**config.mk**
```make
export PLATFORM = sky130hd
export DESIGN_NAME = mod_counter_chain
export DESIGN_NICKNAME = d
export VERILOG_FILES = /design/src/rtl/mod_counter_chain.sv
export SDC_FILE = /design/constraint.sdc
export NUM_CORES = 1
export LEC_CHECK = 0
export CAP_MARGIN = 20
export CORE_MARGIN = 5
export CORE_UTILIZATION = 37
export DETAILED_ROUTE_END_ITERATION = 8
export MAX_ROUTING_LAYER = met4
export PLACE_DENSITY = 0.72
export SLEW_MARGIN = 20
export SYNTH_ARGS = -nofsm -noshare
export SYNTH_HDL_FRONTEND = slang
export SYNTH_SLANG_ARGS = --single-unit
```
**constraint.sdc**
```tcl
create_clock -name clk -period 1.5 [get_ports clk]
set_input_delay 0.45 -clock clk [delete_from_list [all_inputs] [get_ports clk]]
set_output_delay 0.45 -clock clk [all_outputs]
set_load 0.01 [all_outputs]
```
**src/rtl/mod_counter_chain.sv**
```systemverilog
// Cascadable modulo-N counter chain with DIGITS stages, each WIDTH bits wide.
// Define MOD_COUNTER_CHAIN_UPDOWN_EN to honour dn; otherwise the block only counts up.
module mod_counter_chain #(
  parameter int WIDTH   = 4,
  parameter int MODULUS = 10,
  parameter int DIGITS  = 2
) (
  input  logic                    clk,
  input  logic                    clr,
  input  logic                    ld_n,
  input  logic                    ent,
  input  logic                    enp,
  input  logic                    dn,
  input  logic [DIGITS*WIDTH-1:0] d,
  output logic [DIGITS*WIDTH-1:0] q,
  output logic                    rco
);

  localparam logic [WIDTH-1:0] MAX_V  = WIDTH'(MODULUS - 1);
  localparam logic [WIDTH-1:0] ZERO_V = {WIDTH{1'b0}};
  localparam logic [WIDTH-1:0] ONE_V  = WIDTH'(1);

  generate
    if (MODULUS < 2 || MODULUS > (1 << WIDTH)) begin : g_bad_modulus
      $error("mod_counter_chain: MODULUS must lie in 2..2**WIDTH");
    end
    if (DIGITS < 1) begin : g_bad_digits
      $error("mod_counter_chain: DIGITS must be at least 1");
    end
  endgenerate

  logic [DIGITS*WIDTH-1:0] q_r;
  logic [DIGITS*WIDTH-1:0] q_nxt_s;
  logic                    term_all_s;

`ifdef MOD_COUNTER_CHAIN_UPDOWN_EN
  // Out-of-range digits snap to the first in-range value of the current direction.
  function automatic logic [WIDTH-1:0] step_digit(input logic [WIDTH-1:0] v, input logic down);
    logic [WIDTH-1:0] r;
    if (down) begin
      r = (v == ZERO_V || v > MAX_V) ? MAX_V : v - ONE_V;
    end else begin
      r = (v >= MAX_V) ? ZERO_V : v + ONE_V;
    end
    return r;
  endfunction

  function automatic logic is_term(input logic [WIDTH-1:0] v, input logic down);
    return down ? (v == ZERO_V) : (v == MAX_V);
  endfunction
`else
  logic unused_dn_s;
  assign unused_dn_s = dn;

  function automatic logic [WIDTH-1:0] step_digit(input logic [WIDTH-1:0] v);
    return (v >= MAX_V) ? ZERO_V : v + ONE_V;
  endfunction

  function automatic logic is_term(input logic [WIDTH-1:0] v);
    return v == MAX_V;
  endfunction
`endif

  // Combinational carry chain: each digit advances when all lower digits are terminal.
  always_comb begin
    logic             carry_v;
    logic             term_v;
    logic             dig_term_v;
    logic [WIDTH-1:0] dig_v;
    q_nxt_s    = q_r;
    carry_v    = ent & enp;
    term_v     = 1'b1;
    dig_term_v = 1'b0;
    dig_v      = ZERO_V;
    for (int i = 0; i < DIGITS; i++) begin
      dig_v = q_r[i*WIDTH +: WIDTH];
`ifdef MOD_COUNTER_CHAIN_UPDOWN_EN
      dig_term_v = is_term(dig_v, dn);
      if (carry_v) begin
        q_nxt_s[i*WIDTH +: WIDTH] = step_digit(dig_v, dn);
      end else begin
        q_nxt_s[i*WIDTH +: WIDTH] = dig_v;
      end
`else
      dig_term_v = is_term(dig_v);
      if (carry_v) begin
        q_nxt_s[i*WIDTH +: WIDTH] = step_digit(dig_v);
      end else begin
        q_nxt_s[i*WIDTH +: WIDTH] = dig_v;
      end
`endif
      carry_v = carry_v & dig_term_v;
      term_v  = term_v & dig_term_v;
    end
    term_all_s = term_v;
  end

  // Count state: clear beats load, load beats count.
  always_ff @(posedge clk) begin
    if (clr) begin
      q_r <= {(DIGITS*WIDTH){1'b0}};
    end else if (!ld_n) begin
      q_r <= d;
    end else begin
      q_r <= q_nxt_s;
    end
  end

  assign q   = q_r;
  assign rco = ent & term_all_s;

endmodule

```
Word-level counts from Yosys, hierarchy flattened

Cells that the tools add are included.

Word-level logic and storage cells: 19
Bits of input ports: 14
Register bits: 8
Output and inout bits: 9

Add/sub/neg operators: 2
Equal/unequal tests: 4
Multiplexer cells: 5
Bitwise gates (word level): 4
$lt $le $gt $ge: 2

Operator list:

| operator            | number |
|---|---|
| $mux 4              | 4 |
| $add 4x1->4 const B | 2 |
| $eq 4x4->1 const B  | 2 |
| $ge 4x4->1 const B  | 2 |
| $mux 8              | 1 |
| $and 1x1->1         | 4 |
| $ne 2x1->1 const B  | 2 |

Depth between registers and ports, before layout

Depth in word-level cells: 4
Depth in mapped cells: 7
Gate-level depth less buffers: 6

Worst setup path after synthesis

No wires, ideal clock.

Path type: register -> register
Start: register q_r[5], in the netlist q[5]
End: register q_r[4], in the netlist q[4]
Data required time: 1.421 ns
Stages on the path, launching flop included: 7
Path slack: -0.249 ns
Data arrival time: 1.669 ns
Buffers on the path: 0
Cell sequence: dfxtp_1 > inv_1 > ha_1 > or3b_4 > a2111oi_2 > a21oi_1 > a211oi_2

Word-level cells in the longest chain between the ends: 4

Ends and longest elaborated chain:

| element                | line | text |
|---|---|---|
| from (decl)            | 32   | `logic [DIGITS*WIDTH-1:0] q_r;` |
| from (signal assigned) | 101  | `q_r <= {(DIGITS*WIDTH){1'b0}};` |
| from (signal assigned) | 105  | `q_r <= q_nxt_s;` |
| $ge 4x4->1             | 56   | `return (v >= MAX_V) ? ZERO_V : v + ONE_V;` |
| $mux 4                 | 56   |  |
| $mux 4                 | 86   | `if (carry_v) begin` |
| $mux 8                 | 102  | `end else if (!ld_n) begin` |

No other way between the ends. The select of a mux whose other input is x is not followed.
A chain may end at the register's enable or synchronous reset.

Worst setup path in the final report

Ends and elaborated chain as after synthesis.

==> reports/metrics.json <==
{
  "grt": {
    "grt_util_met1_pct": 21.2,
    "global_route.peak_usage_layer": "met2",
    "grt_antenna_before_repair": 0,
    "globalRouteOverflowTotal": 0,
    "first_pass_grt_wire_length_um": 3040,
    "globalRouteMet3Util_pct": 3.92,
    "grt_util_all_layers_pct": 16.2,
    "vias_in_the_first_global_route": 674,
    "met2_usage_pct": 23.7,
    "grt_start_max_net_pins": 11
  },
  "finish": {
    "final_net_count": 142,
    "mostFrequentLayoutCells": "19 x sky130_fd_sc_hd__buf_4, 9 x sky130_fd_sc_hd__clkdlybuf4s50_1, 7 x sky130_fd_sc_hd__nand2_1, 7 x sky130_fd_sc_hd__nor2_1, 6 x sky130_fd_sc_hd__buf_6",
    "antenna_cells_inserted": 0,
    "fillers": 97,
    "post_route_cells_drive_above_1_share_pct": 54.5,
    "layout.cells.most_common": "sky130_fd_sc_hd__buf_4",
    "syn_to_final_growth_pct": 104,
    "layout.cells.non_filler": 137,
    "final_cell_area_um2": 1200,
    "flip_flop_count_of_the_largest_register_after_layout": 8
  },
  "sta": {
    "transition_time_at_the_pin_with_the_least_slew_margin_ps": 431,
    "fmaxAchievable_ghz": 0.593,
    "setup_ws_ps": -187,
    "hold_viol_final": 0,
    "fin_crit_sh_pct": 112,
    "report.final.setup_viol": 6,
    "skew_ps": 0.815,
    "unrepaired_setup_endpoints_after_global_routing": "yes",
    "slew_violations": 0,
    "maxSlewHeadroom_pct": 71.0,
    "period_needed_ps": 1690
  },
  "cts": {
    "cts.root.buffer_cell": "sky130_fd_sc_hd__clkbuf_4",
    "clkLatencyLatePin_ps": 270,
    "clk_pin_slew_worst_paths_ps": 60,
    "cts_made_buffers": 3,
    "tritoncts": "done",
    "cts_buffer_depth": 2,
    "clock_sink_count": 8,
    "cts_max_level": 1,
    "post_cts_hold_buffer_count": 0
  },
  "detailed_routing": {
    "via_count": 771,
    "routed_wire_length_um": 2310,
    "final_antenna_net_count": 0,
    "drtPass1Iterations": 4,
    "post-route-drc-count": 0,
    "wl_per_cell_um": 16.9,
    "initialDrtViolationCount": 26,
    "route.detailed.vias_per_inst": 5.63
  },
  "logic_synthesis": {
    "postSynthRegisterBits": 8,
    "ys.warnings.count": 0,
    "yosys.area_share.adder_pct": 12.8,
    "dominant_combinational_cell_family_by_area_after_synthesis": "compound AO/OA/AOI/OAI gates",
    "yosys.area_share.xor_xnor_pct": 0,
    "synth.area.mux_share_pct": 0,
    "async_flop_share_pct": 0,
    "synth_area_um2": 586,
    "mappedNetlistNets": 93,
    "synthesis.area_per_instance_um2": 8.02,
    "netlist_instances": 73,
    "synth_enable_flop_cells": 0,
    "seq_area_frac_synth_pct": 27.4,
    "yosys.area_share.simple_pct": 25.0,
    "synth_cell_type_count": 31,
    "synthFlopType": "sky130_fd_sc_hd__dfxtp_1",
    "synth-compound-area-share_pct": 28.2
  },
  "floorplanning": {
    "die_h_um": 49.8,
    "fp.dieArea_um2": 2480,
    "core_region_area_um2": 1510,
    "num_rows": 14,
    "boundaryPins": 23,
    "initial_core_utilization_pct": 38.9,
    "die_width_um": 49.8
  },
  "hold_path": {
    "worstHoldPathType": "primary input to flop"
  },
  "critical_path": {
    "cp.buffers_inverters": 1,
    "cp.required_ps": 1680,
    "crit_type": "flop to flop",
    "critPathTopFamily": "compound AO/OA/AOI/OAI gates",
    "critical_path.max_fanout": 3,
    "timing.critical_path.to_type": "flop",
    "timing.critical_path.cells": "inv_4 -> ha_4 -> or3b_4 -> a2111oi_4 -> a21oi_2 -> a211oi_2",
    "critical-path-slowest-cell": "sky130_fd_sc_hd__or3b_4",
    "worst-r2r-setup-slack_ps": -190,
    "slowest_delay_ps": 400,
    "critical_path.startpoint_type": "flop",
    "critical_path_arrival_ps": 1870
  },
  "place": {
    "buffer_ports.inserted": 21,
    "post-dp-hpwl_um": 1380,
    "gp_congestion": 0.778,
    "placed_cells_incl_taps": 128,
    "place_worst_setup_slack_ps": -738,
    "total_placed_instance_area_um2": 1000
  },
  "outcome": {
    "violated_checks": "negative setup slack",
    "status": "complete, but fails checks"
  },
  "power": {
    "leakage_uw": 0.000490,
    "power.total_uw": 742,
    "max-vdd-ir-drop_mv": 0.430,
    "p_per_area_nw_per_um2": 620
  },
  "job": {
    "cap_violations": 0
  }
}
==> where the power goes <==
part	total (uW)	switching (uW)	internal [uW]
combinational	305	140	165
sequential	245	16.6	229
clock	192	88.9	103
==> synth_stat cells, drive strengths merged (2+ instances only) <==
library cell  number  area share [%]
or3b               2             3.4
a32oi              2             3.0
o21ai              3             2.6
a211oi             4             6.0
nand2b             2             2.1
ha                 6              13
inv                8             5.1
nand2              9             5.8
buf                2             1.5
nor2               7             4.5
dfxtp              8              27
a2111oi            2             4.1
a21oi              4             3.4
==> stage by stage <==
| stage | setup TNS [ps] | hold slack [ps] | utilization, % |
|---|---|---|---|
| 4_1_cts | -616 | 622 | 71.5 |
| 6_report | -756 | 611 | 79.5 |
| 2_1_floorplan | -360 | 499 | - |
| 3_5_place_dp | -3780 | 611 | 66.6 |
| 5_1_grt | -1320 | 627 | 79.5 |
| 3_3_place_gp | -3680 | 605 | 66.6 |
==> cell type report <==
type                            count  area [um^2]  share of cell area (%)
Sequential cell                     8          174                    14.5
Multi-Input combinational cell     55          542                    45.2
Clock buffer                        4         26.3                    2.19
Tap cell                           16         20.0                    1.67
Inverter                            8         37.5                    3.13
Timing Repair Buffer               46          398                    33.2
==> what timing repair did <==
item | CTS | global route
endpoints found under the setup margin | 17 | 15
buffers inserted | 2 | 3
resized for setup | 32 | 30
pin swaps | 12 | 7
==> cells by family (layout without fill, tap and decap cells) <==
group | count (synthesis) | in the layout
compound gates | 21 | 21
simple gates | 28 | 28
buf+inv | 10 | 58
flops | 8 | 8
fa+ha+maj | 6 | 6
==> routing by layer <==
layer	part of all wire, %	vias to the layer above
li1	-	361
met1	39	369
met2	52	36
met3	7.1	5
met4	1.7	0
met5	0	-
==> path summary, 6_finish.rpt <==
check                            end  cells after the start  startpoint
worst max-delay path            q[4]                      6        q[5]
worst min-delay path            q[0]                      3        ld_n
worst max register to register  q[4]                      6        q[5]
worst min register to register  q[6]                      2        q[6]
==> tightest hold or removal path: stages <==
cell and delay (ps):
sky130_fd_sc_hd__dlymetal6s2s_1 120, sky130_fd_sc_hd__buf_4 190, sky130_fd_sc_hd__a211oi_2 70
Note: power is estimated with default switching activity, not from simulation.
